===== src/rtl/nfp_match_extractor.sv =====
// Serializes shift-or match vectors into {bucket, offset} events plus one end event per packet.
// Optional NFP_BUCKET_MASK_EN adds cfg_bucket_mask to suppress selected buckets.
// Output stream: an event is transferred on a cycle with out_valid & out_ready; while
// out_valid is high and out_ready low, every out_* field holds and out_valid stays high.
module nfp_match_extractor #(
  parameter int FIFO_DEPTH = 8,
  parameter int OFFSET_W   = 16
) (
  input  logic                          clk,
  input  logic                          rst_n,
  input  logic                          in_valid,
  input  logic                          in_sop,
  input  logic                          in_eop,
  input  logic [127:0]                  in_data,
`ifdef NFP_BUCKET_MASK_EN
  input  logic [7:0]                    cfg_bucket_mask,
`endif
  output logic                          out_valid,
  input  logic                          out_ready,
  output logic                          out_kind,
  output logic [2:0]                    out_bucket,
  output logic [OFFSET_W-1:0]           out_offset,
  output logic [15:0]                   out_count,
  output logic                          out_trunc,
  output logic                          overflow_err,
  output logic [$clog2(FIFO_DEPTH):0]   fifo_level
);

  localparam int AW = $clog2(FIFO_DEPTH);
  localparam int IW = OFFSET_W - 4;

  typedef enum logic [1:0] {S_IDLE, S_SCAN, S_END} state_t;

  logic [127:0]  mem_m_q     [FIFO_DEPTH];
  logic [IW-1:0] mem_idx_q   [FIFO_DEPTH];
  logic          mem_eop_q   [FIFO_DEPTH];
  logic          mem_trunc_q [FIFO_DEPTH];

  logic [AW-1:0] wr_ptr_q, wr_ptr_d, rd_ptr_q, rd_ptr_d, tail_ptr;
  logic [AW:0]   fifo_cnt_q, fifo_cnt_d;
  logic [IW-1:0] bidx_q, bidx_d, cur_idx;
  logic          trunc_q, trunc_d, pkt_has_q, pkt_has_d, lost_end_q, lost_end_d;
  logic          ovf_q, ovf_d;
  logic [127:0]  m_in;
  logic          need_store, full, push, lost, trunc_base, has_base, ent_trunc, patch_tail;
  logic          pop;

  state_t        state_q, state_d;
  logic [127:0]  work_q, work_d, work_nxt;
  logic [15:0]   match_cnt_q, match_cnt_d, match_cnt_inc;
  logic          ov_q, ov_d, kind_q, kind_d, otrunc_q, otrunc_d;
  logic [2:0]    bucket_q, bucket_d;
  logic [OFFSET_W-1:0] offset_q, offset_d;
  logic [15:0]   ocount_q, ocount_d;
  logic [127:0]  head_m;
  logic [IW-1:0] head_idx;
  logic          head_eop, head_trunc;
  logic [6:0]    k_head, k_cur, k_nxt;

  function automatic logic [6:0] lsb_idx(input logic [127:0] v);
    logic [6:0] r;
    r = '0;
    for (int i = 127; i >= 0; i--) begin
      if (v[i]) r = 7'(i);
    end
    return r;
  endfunction

  // Input side: beat indexing, storage decision, overflow and truncation tracking.
  always_comb begin
`ifdef NFP_BUCKET_MASK_EN
    m_in = ~in_data & ~{16{cfg_bucket_mask}};
`else
    m_in = ~in_data;
`endif
    cur_idx    = in_sop ? '0 : bidx_q + IW'(1);
    need_store = in_valid && ((|m_in) || in_eop);
    full       = (fifo_cnt_q == (AW+1)'(FIFO_DEPTH));
    push       = need_store && (!full || pop);
    lost       = need_store && full && !pop;
    trunc_base = in_sop ? 1'b0 : trunc_q;
    has_base   = in_sop ? 1'b0 : pkt_has_q;
    ent_trunc  = trunc_base | lost_end_q;
    tail_ptr   = wr_ptr_q - AW'(1);
    // A lost end marker is folded onto the packet's newest buffered entry when one exists.
    patch_tail = lost && in_eop && has_base;

    bidx_d     = in_valid ? cur_idx : bidx_q;
    trunc_d    = in_valid ? (trunc_base | lost) : trunc_q;
    pkt_has_d  = in_valid ? (has_base | push) : pkt_has_q;
    lost_end_d = lost_end_q;
    if (push) lost_end_d = 1'b0;
    else if (lost && in_eop && !has_base) lost_end_d = 1'b1;
    ovf_d      = ovf_q | lost;
    wr_ptr_d   = push ? wr_ptr_q + AW'(1) : wr_ptr_q;
    rd_ptr_d   = pop  ? rd_ptr_q + AW'(1) : rd_ptr_q;
    fifo_cnt_d = fifo_cnt_q + (AW+1)'(push) - (AW+1)'(pop);
  end

  always_ff @(posedge clk) begin
    if (push) begin
      mem_m_q[wr_ptr_q]     <= m_in;
      mem_idx_q[wr_ptr_q]   <= cur_idx;
      mem_eop_q[wr_ptr_q]   <= in_eop;
      mem_trunc_q[wr_ptr_q] <= ent_trunc;
    end else if (patch_tail) begin
      mem_eop_q[tail_ptr]   <= 1'b1;
      mem_trunc_q[tail_ptr] <= 1'b1;
    end
  end

  // Output side: event fields are computed one step ahead so they leave straight from flops.
  always_comb begin
    head_m        = mem_m_q[rd_ptr_q];
    head_idx      = mem_idx_q[rd_ptr_q];
    head_eop      = mem_eop_q[rd_ptr_q];
    head_trunc    = mem_trunc_q[rd_ptr_q];
    k_head        = lsb_idx(head_m);
    k_cur         = {offset_q[3:0], bucket_q};
    work_nxt      = work_q;
    work_nxt[k_cur] = 1'b0;
    k_nxt         = lsb_idx(work_nxt);
    match_cnt_inc = (match_cnt_q == 16'hFFFF) ? match_cnt_q : match_cnt_q + 16'd1;

    state_d     = state_q;
    work_d      = work_q;
    match_cnt_d = match_cnt_q;
    ov_d        = ov_q;
    kind_d      = kind_q;
    bucket_d    = bucket_q;
    offset_d    = offset_q;
    ocount_d    = ocount_q;
    otrunc_d    = otrunc_q;
    pop         = 1'b0;

    case (state_q)
      S_IDLE: begin
        if (fifo_cnt_q != '0) begin
          ov_d = 1'b1;
          if (|head_m) begin
            work_d   = head_m;
            kind_d   = 1'b0;
            bucket_d = k_head[2:0];
            offset_d = {head_idx, k_head[6:3]};
            ocount_d = '0;
            otrunc_d = 1'b0;
            state_d  = S_SCAN;
          end else begin
            kind_d   = 1'b1;
            bucket_d = '0;
            offset_d = '0;
            ocount_d = match_cnt_q;
            otrunc_d = head_trunc;
            state_d  = S_END;
          end
        end
      end
      S_SCAN: begin
        if (out_ready) begin
          match_cnt_d = match_cnt_inc;
          work_d      = work_nxt;
          if (|work_nxt) begin
            bucket_d = k_nxt[2:0];
            offset_d = {head_idx, k_nxt[6:3]};
          end else if (head_eop) begin
            kind_d   = 1'b1;
            bucket_d = '0;
            offset_d = '0;
            ocount_d = match_cnt_inc;
            otrunc_d = head_trunc;
            state_d  = S_END;
          end else begin
            pop      = 1'b1;
            ov_d     = 1'b0;
            bucket_d = '0;
            offset_d = '0;
            state_d  = S_IDLE;
          end
        end
      end
      S_END: begin
        if (out_ready) begin
          pop         = 1'b1;
          match_cnt_d = '0;
          ov_d        = 1'b0;
          kind_d      = 1'b0;
          ocount_d    = '0;
          otrunc_d    = 1'b0;
          state_d     = S_IDLE;
        end
      end
      default: state_d = S_IDLE;
    endcase
  end

  always_ff @(posedge clk or negedge rst_n) begin
    if (!rst_n) begin
      wr_ptr_q    <= '0;
      rd_ptr_q    <= '0;
      fifo_cnt_q  <= '0;
      bidx_q      <= '0;
      trunc_q     <= 1'b0;
      pkt_has_q   <= 1'b0;
      lost_end_q  <= 1'b0;
      ovf_q       <= 1'b0;
      state_q     <= S_IDLE;
      work_q      <= '0;
      match_cnt_q <= '0;
      ov_q        <= 1'b0;
      kind_q      <= 1'b0;
      bucket_q    <= '0;
      offset_q    <= '0;
      ocount_q    <= '0;
      otrunc_q    <= 1'b0;
    end else begin
      wr_ptr_q    <= wr_ptr_d;
      rd_ptr_q    <= rd_ptr_d;
      fifo_cnt_q  <= fifo_cnt_d;
      bidx_q      <= bidx_d;
      trunc_q     <= trunc_d;
      pkt_has_q   <= pkt_has_d;
      lost_end_q  <= lost_end_d;
      ovf_q       <= ovf_d;
      state_q     <= state_d;
      work_q      <= work_d;
      match_cnt_q <= match_cnt_d;
      ov_q        <= ov_d;
      kind_q      <= kind_d;
      bucket_q    <= bucket_d;
      offset_q    <= offset_d;
      ocount_q    <= ocount_d;
      otrunc_q    <= otrunc_d;
    end
  end

  assign out_valid    = ov_q;
  assign out_kind     = kind_q;
  assign out_bucket   = bucket_q;
  assign out_offset   = offset_q;
  assign out_count    = ocount_q;
  assign out_trunc    = otrunc_q;
  assign overflow_err = ovf_q;
  assign fifo_level   = fifo_cnt_q;

endmodule


===== config.mk =====
export PLATFORM = sky130hd
export DESIGN_NAME = nfp_match_extractor
export DESIGN_NICKNAME = d
export VERILOG_FILES = /design/src/rtl/nfp_match_extractor.sv
export SDC_FILE = /design/constraint.sdc
export NUM_CORES = 2
export LEC_CHECK = 0
export BUFFER_PORTS_ARGS = -buffer_cell sky130_fd_sc_hd__buf_2
export CAP_MARGIN = 20
export CORE_MARGIN = 1.5
export CORE_UTILIZATION = 25
export DETAILED_ROUTE_END_ITERATION = 12
export PLACE_DENSITY = 0.38
export SETUP_SLACK_MARGIN = 0.2
export SLEW_MARGIN = 15
export SYNTH_ARGS = -nofsm -noshare
export SYNTH_HDL_FRONTEND = slang
export SYNTH_SLANG_ARGS = --single-unit

===== constraint.sdc =====
create_clock -name clk -period 17.75 [get_ports clk]
set_clock_uncertainty 0.05 [all_clocks]
set_input_delay 1.775 -clock clk [delete_from_list [all_inputs] [get_ports clk]]
set_output_delay 1.775 -clock clk [all_outputs]
set_load 0.05 [all_outputs]

---- Word-level counts from Yosys, hierarchy flattened ----
Memory sizes are Yosys's and may differ from the RTL's.
Index checks and enable logic that the tools add are counted.
word-level totals
  flip-flop bits (word level) ............. 210
  memory bits (writable) .................. 1136
  output and inout port bits .............. 43
  memories ................................ 4
memories
  name         words  width  rd ports  clocked after Yosys merged registers in  write ports  line  source
  mem_m_q      8      128    1         0                                        1            34    logic [127:0] mem_m_q [FIFO_DEPTH];
  mem_idx_q    8      12     1         0                                        1            35    logic [IW-1:0] mem_idx_q [FIFO_DEPTH];
  mem_eop_q    8      1      1         0                                        1            36    logic mem_eop_q [FIFO_DEPTH];
  mem_trunc_q  8      1      1         0                                        1            37    logic mem_trunc_q [FIFO_DEPTH];
operators by class
  add/subtract/negate cells ............... 7
  magnitude comparators ................... 2
  eq/ne operators ......................... 11
  muxes and demuxes ....................... 328
  bitwise gates (word level) .............. 7
  reduce and logical (&&, ||, !) cells .... 30
operators with widths
  kind                     number
  $mux W7                  256
  $mux W128                3
  $reduce_or A128 Y1       3
  $not A128 Y128           2
  $pmux W128 S2            1
  $mux W16                 12
  $and A128 B128 Y128      1
  $pmux W16 S2             2
  $pmux W16 S3             1
  $mux W1                  33
  $mux W3                  6
  $add A16 B1 Y16 const B  1
  $eq A16 B16 Y1 const B   1
  $ne A2 B2 Y1 const B     7
  $add A12 B1 Y12 const B  1
  $mux W12                 1
  $mux W2                  6
  $reduce_and A6 Y1        2
  $pmux W1 S3              3
  $logic_and A1 B1 Y1      8
  $lt A7 B8 Y1 const B     1
  $reduce_and A4 Y1        2
  $demux W1 S7             1
  $ge A7 B1 Y1 const B     1
  other kinds (19)         30

---- Depth between registers and ports, before layout ----
  depth after elaboration ................. 137
  depth in mapped cells ................... 25
  depth with buffers taken out ............ 15

---- Worst setup path after synthesis ----
No wires, ideal clock.
  kind .................................... flip-flop to flip-flop
  from .................................... reg offset_q[1] (netlist: out_offset[1])
  to ...................................... mem mem_idx_q[4][0] in the netlist's numbering (enable)
  arrival time ............................ 12929 ps
  data required time ...................... 16889 ps
  slack ................................... 3961 ps
  cell stages (with the launch flop) ...... 14
  buffers on the path ..................... 3
  path through ............................ dfrtp_1 -> buf_2 -> or4b_1 -> buf_2 -> o21ai_1 -> nand4_1 -> nor4b_2 -> nand4_1 -> o31ai_1 -> nand3_1 -> a31oi_1 -> buf_2 -> nand2_1 -> nor3_1
between the ends
  longest elaborated chain between the ends .. 14
  elaborated cells between the ends (all ways) .. 15
  classes of those cells .................. order compare (2); mux (7); bitwise (2); reduce/logical (4)
RTL lines
  element                                                                    line  source
  from (decl)                                                                53    logic [OFFSET_W-1:0] offset_q, offset_d;
  from (signal assigned)                                                     230   offset_q <= offset_d;
  $lt A7 B8 Y1 (implied by the code) / $ge A7 B1 Y1 (equally long branches)  121   work_nxt[k_cur] = 1'b0;
  $logic_and A1 B1 Y1 (implied by the code)                                  121
  $mux W1 (implied by the code)                                              121
  $demux W1 S7 (*)                                                           121
  $not A128 Y128 (no line) (*)                                               --
  $and A128 B128 Y128 (no line) (*)                                          --
  $reduce_or A128 Y1 (*)                                                     162   if (|work_nxt) begin
  $mux W1 (*)                                                                162
  $mux W1 (*)                                                                159   if (out_ready) begin
  $pmux W1 S2 (*)                                                            136   case (state_q)
  $logic_or A1 B1 Y1 (*)                                                     79    push = need_store && (!full || pop);
  $logic_and A1 B1 Y1 (*)                                                    79
  $mux W1 (*)                                                                101   if (push) begin
  $mux W1 (implied by the code) (*)                                          103   mem_idx_q[wr_ptr_q] <= cur_idx;
  to (decl)                                                                  35
Mark *: on every way between the ends. The rest lies on a longest branch, timed or not.

---- Worst setup path after layout ----
  from .................................... reg rd_ptr_q[1]
  to ...................................... reg bucket_q[0] (netlist: out_bucket[0])
between the ends
  longest elaborated chain between the ends .. 132
  elaborated cells between the ends (all ways) .. 133
  classes of those cells .................. mux (131); reduce/logical (1); memory (1)
RTL lines
  element                  line  source
  from (decl)              39    logic [AW-1:0] wr_ptr_q, wr_ptr_d, rd_ptr_q, rd_ptr_d, tail_ptr;
  from (signal assigned)   217   rd_ptr_q <= rd_ptr_d;
  $mem_v2 Z8 W128 (*)      --
  $mux W7 (128 in series)  64    if (v[i]) r = 7'(i);
  $mux W3 (*)              140   if (|head_m) begin
  $mux W3 (*)              138   if (fifo_cnt_q != '0) begin
  $pmux W3 S2 (*)          136
  to (signal assigned)     229   bucket_q <= bucket_d;
  to (decl)                52    logic [2:0] bucket_q, bucket_d;
Mark *: on every way between the ends. The rest lies on a longest branch, timed or not. The select of a mux whose other input is x is not followed.
A chain may end at the register's enable or synchronous reset.

==> out/qor.log <==
INFO  yosys          xor_xnor_share_of_the_synthesized_area=0.00245
INFO  drt            drt_drc_violations_left=0
INFO  floorplanning  count_of_boundary_i_o_pins=177
INFO  yosys          synthesized_area_fraction_occupied_by_ao_oa_aoi_and_oai_cells=0.0982
INFO  worst_setup_path arrival=8790ps
INFO  status         outcome=finished clean
INFO  global_route   grt_util_all_layers=0.171
INFO  timing         timing.slew.headroom=0.184
INFO  yosys          yosys_register_bits=1346
INFO  cells_and_area ff_latch_area=39400um2
INFO  clocking       clock_pin_slew_worst_setup_and_hold_paths=60ps
INFO  drt            routed_via_density=4.96
INFO  worst_setup_path timing.critical_path.slowest_cell_delay=970ps
INFO  yosys          synth_fp_nets=4385
INFO  min_path       worst_hold_path_type=reg2reg
INFO  placement      placement.setup.worst_slack=9730ps
INFO  yosys          synth_cell_types=104
INFO  cells_and_area layout-drive-gt1-share=0.173
INFO  worst_setup_path cpMaxStageDelayCell=sky130_fd_sc_hd__dfrtp_4
INFO  timing         post-route-min-period=8130ps
INFO  clocking       hold_buffers=0
INFO  yosys          adder_cell_share_of_the_synthesized_area=0.00341
INFO  drt            routed-via-count=38500
INFO  drt            route.final.wire_length=213mm
INFO  placement      dp.cells=7443
INFO  drt            detail_route.first_pass.iterations=6
INFO  clocking       post_cts.resized_instances=0
INFO  global_route   antenna_violations_before_repair=14
INFO  floorplanning  floorplan.die_area=246000um2
INFO  clocking       clock_latency=860ps
INFO  yosys          synth-edff-count=1136
INFO  min_path       worst_hold_startpoint=overflow_err
INFO  floorplanning  design.core.area=241000um2
INFO  drt            wire_per_inst=27.4um
INFO  yosys          syn_area_per_cell=14.4um2
INFO  worst_setup_path cp.required=18420ps
INFO  cells_and_area layout-area-overhead-vs-synth=15.6%
INFO  clocking       htreeDepth=4
INFO  worst_setup_path cpLargestDelayFamily=buffers and inverters
INFO  timing         maxClockFrequency=123MHz
INFO  clocking       cts_buffer_depth=3
INFO  cells_and_area final_nets=4570
INFO  floorplanning  fp-row-count=180
INFO  cells_and_area mostFrequentLayoutCell=sky130_fd_sc_hd__edfxtp_1
INFO  yosys          post-synth-top-area-fraction=0.561
INFO  cells_and_area layout.cells.most_common_list=sky130_fd_sc_hd__edfxtp_1, sky130_fd_sc_hd__o21ai_0, sky130_fd_sc_hd__nand2_1, sky130_fd_sc_hd__mux2i_1, sky130_fd_sc_hd__dfrtp_1
INFO  power_and_ir_drop leakage=0.0234uW
INFO  timing         report.final.setup_viol=0
INFO  power_and_ir_drop power.ir.vdd_worst=0.0925mV
INFO  floorplanning  die_height=496um
INFO  worst_setup_path worstPathMaxFanout=92
INFO  floorplanning  floorplan.initialDensity=0.252
INFO  worst_setup_path crit_path_frequent_cell=sky130_fd_sc_hd__buf_4
INFO  timing         setup-tns-final=0ps
INFO  clocking       postCtsSetupRepairBufs=0
INFO  worst_setup_path critPathLaunch=rd_ptr_q[1]
INFO  yosys          netlist_instances=4235
INFO  run            max_cap_violations=0
INFO  clocking       cts.root.buffer_cell=sky130_fd_sc_hd__clkbuf_16
INFO  worst_setup_path critical_path.endpoint_type=register
INFO  placement      detailed_placer_s_ending_hpwl=143mm
INFO  worst_setup_path critPathKind=reg2reg
INFO  drt            postRouteAntennaNets=0
INFO  drt            drt_iter0_drc=3383
INFO  global_route   grt_pass1_vias=38600
INFO  cells_and_area share_of_the_core_filled_with_cells=0.292
INFO  yosys          synthesis.yosys.warnings=0
INFO  global_route   largest_net_degree_at_the_start_of_global_routing=147
INFO  timing         tightest_slew=1190ps
INFO  floorplanning  die_extent_in_x=496um
INFO  placement      numPortBuffers=176
INFO  global_route   grt_pass1_wl=301mm
INFO  clocking       cts_tree=yes
INFO  placement      gpl.final_weighted_congestion=0.848
INFO  timing         number_of_failing_hold_endpoints_at_the_final_stage=0
INFO  clocking       cts_sinks=1346
INFO  yosys          synth.area.mux_share=0.132
INFO  yosys          synth_area_leaders=sky130_fd_sc_hd__edfxtp_1, sky130_fd_sc_hd__dfrtp_1, sky130_fd_sc_hd__mux4_2
INFO  worst_setup_path cp_launch_type=register
INFO  timing         finalCritPeriodShare=0.458
INFO  timing         final.setup.worst_slack=9620ps
INFO  worst_setup_path cp.buffers_inverters=4
INFO  yosys          yosys.area.top_type=sky130_fd_sc_hd__edfxtp_1
INFO  power_and_ir_drop power_density=124nW/um2
INFO  timing         setup_repair_after_global_routing_missed_its_margin=no
INFO  global_route   gr-total-overflow=0
INFO  cells_and_area multiInputGateArea=19500um2
INFO  worst_setup_path worst_path_cell_chain=buf_4 > buf_12 > mux4_2 > mux2i_1 > nand2_1 > or4_1 > nor2_1 > nand4_1 > o41ai_4 > buf_4 > or2_4 > buf_4 > a211o_1 > o311ai_1
INFO  yosys          synth_seq_area_share=0.647
INFO  cells_and_area instances_no_fill=7747
INFO  yosys          postSynth.asyncResetShare=0.156
INFO  yosys          synth.cell_area=60800um2
INFO  timing         slew_viol_final=0
INFO  cells_and_area fillerInstances=24100
INFO  yosys          dominant_combinational_cell_family_by_area_after_synthesis=multiplexers
INFO  yosys          synth_ff_type=sky130_fd_sc_hd__edfxtp_1
INFO  worst_setup_path regToRegStartpoint=rd_ptr_q[1]
INFO  yosys          post_synth_and_or_nand_nor_area_fraction=0.0818
INFO  clocking       cts-buffers-inserted=160
per-layer routing:
| layer | track usage | up-vias | part of all wire |
|---|---|---|---|
| met2 | 0.272 | 1047 | 0.46 |
| li1 | - | 17000 | - |
| met1 | 0.242 | 20200 | 0.47 |
| met3 | 0.0255 | 248 | 0.044 |
| met5 | 0 | - | 0.00026 |
| met4 | 0.0445 | 10 | 0.023 |
worst register-to-register path, delay by kind of cell, from the launching register on:
family                 cells  cell delay (ps)
buffers and inverters      4             2320
and+or+nand+nor            5             2100
muxes                      2             1750
DFF                        1              970
AOI/OAI and AO/OA          3              810
logic make-up (layout without fill, tap and decap cells):
| logic type | count (synthesis) | count (layout) |
|---|---|---|
| muxes | 505 | 505 |
| AOI/OAI and AO/OA | 952 | 952 |
| DFF | 1346 | 1346 |
| and+or+nand+nor | 982 | 982 |
| buffers and inverters | 417 | 738 |
| xor gates and xnor gates | 17 | 17 |
| other | 0 | 6 |
| adders and majority gates | 16 | 16 |
Yosys cell counts, types with 19 or more instances:
master / instances
sky130_fd_sc_hd__nor2b_1: 24
sky130_fd_sc_hd__nor2_1: 169
sky130_fd_sc_hd__a22o_1: 21
sky130_fd_sc_hd__o211ai_1: 19
sky130_fd_sc_hd__dfrtp_1: 210
sky130_fd_sc_hd__o31ai_1: 24
sky130_fd_sc_hd__nand4_1: 101
sky130_fd_sc_hd__nor3_1: 123
sky130_fd_sc_hd__nand3_1: 88
sky130_fd_sc_hd__o22ai_1: 19
sky130_fd_sc_hd__a31oi_1: 28
sky130_fd_sc_hd__o21ai_0: 406
sky130_fd_sc_hd__nand2b_1: 28
sky130_fd_sc_hd__buf_6: 29
sky130_fd_sc_hd__o21a_1: 85
sky130_fd_sc_hd__clkbuf_1: 94
sky130_fd_sc_hd__mux4_2: 206
sky130_fd_sc_hd__a21boi_0: 28
sky130_fd_sc_hd__a22oi_1: 31
sky130_fd_sc_hd__mux2i_1: 240
sky130_fd_sc_hd__a21oi_1: 77
sky130_fd_sc_hd__o21ai_1: 59
sky130_fd_sc_hd__nand2_1: 284
sky130_fd_sc_hd__mux4_1: 22
sky130_fd_sc_hd__edfxtp_1: 1136
sky130_fd_sc_hd__buf_2: 77
sky130_fd_sc_hd__mux2_2: 36
sky130_fd_sc_hd__inv_1: 174
final cells by class:
| cell class | count | area share |
|---|---|---|
| antenna | 6 | 0.000213 |
| multi-input combinational | 2472 | 0.277 |
| sequential | 1346 | 0.560 |
| clock inverter | 85 | 0.0138 |
| clock buffer | 213 | 0.0600 |
| inverter | 175 | 0.00943 |
| tap | 3185 | 0.0567 |
| timing repair buffer | 265 | 0.0230 |
through the flow:
step	hold slack [ps]	area, um2	total power (uW)
4_1_cts	421	70300	8840
5_1_grt	433	70300	9070
3_3_place_gp	405	65100	5540
2_1_floorplan	388	60800	4960
6_report	419	70300	8710
3_5_place_dp	408	65100	5550
path summary, 6_finish.rpt:
| path | slack, ps | cells after the start | endpoint |
|---|---|---|---|
| min in group asynchronous | 830 | 1 | out_count[4] |
| worst min register to register | 420 | 1 | overflow_err |
| worst max register to register | 9620 | 14 | out_bucket[0] |
| max in group asynchronous | 15420 | 2 | work_q[80] |
| worst max-delay path | 9620 | 14 | out_bucket[0] |
| worst min-delay path | 420 | 1 | overflow_err |
sequential cells by signal (all words and copies together), names as in the netlist:
name          cells
out_trunc         1
pkt_has_q         1
mem_eop_q         8
mem_trunc_q       8
out_valid         1
wr_ptr_q          3
out_offset       16
overflow_err      1
work_q          128
out_bucket        3
state_q           2
out_kind          1
match_cnt_q      16
out_count        16
bidx_q           12
fifo_level        4
trunc_q           1
rd_ptr_q          3
mem_idx_q        96
lost_end_q        1
mem_m_q        1024
where the power goes:
group | total (uW) | internal [uW] | switching, uW
Combinational | 1360 | 351 | 1010
Clock | 3250 | 1850 | 1400
Sequential | 4100 | 3930 | 169
Power figures use the tool's default switching activity.
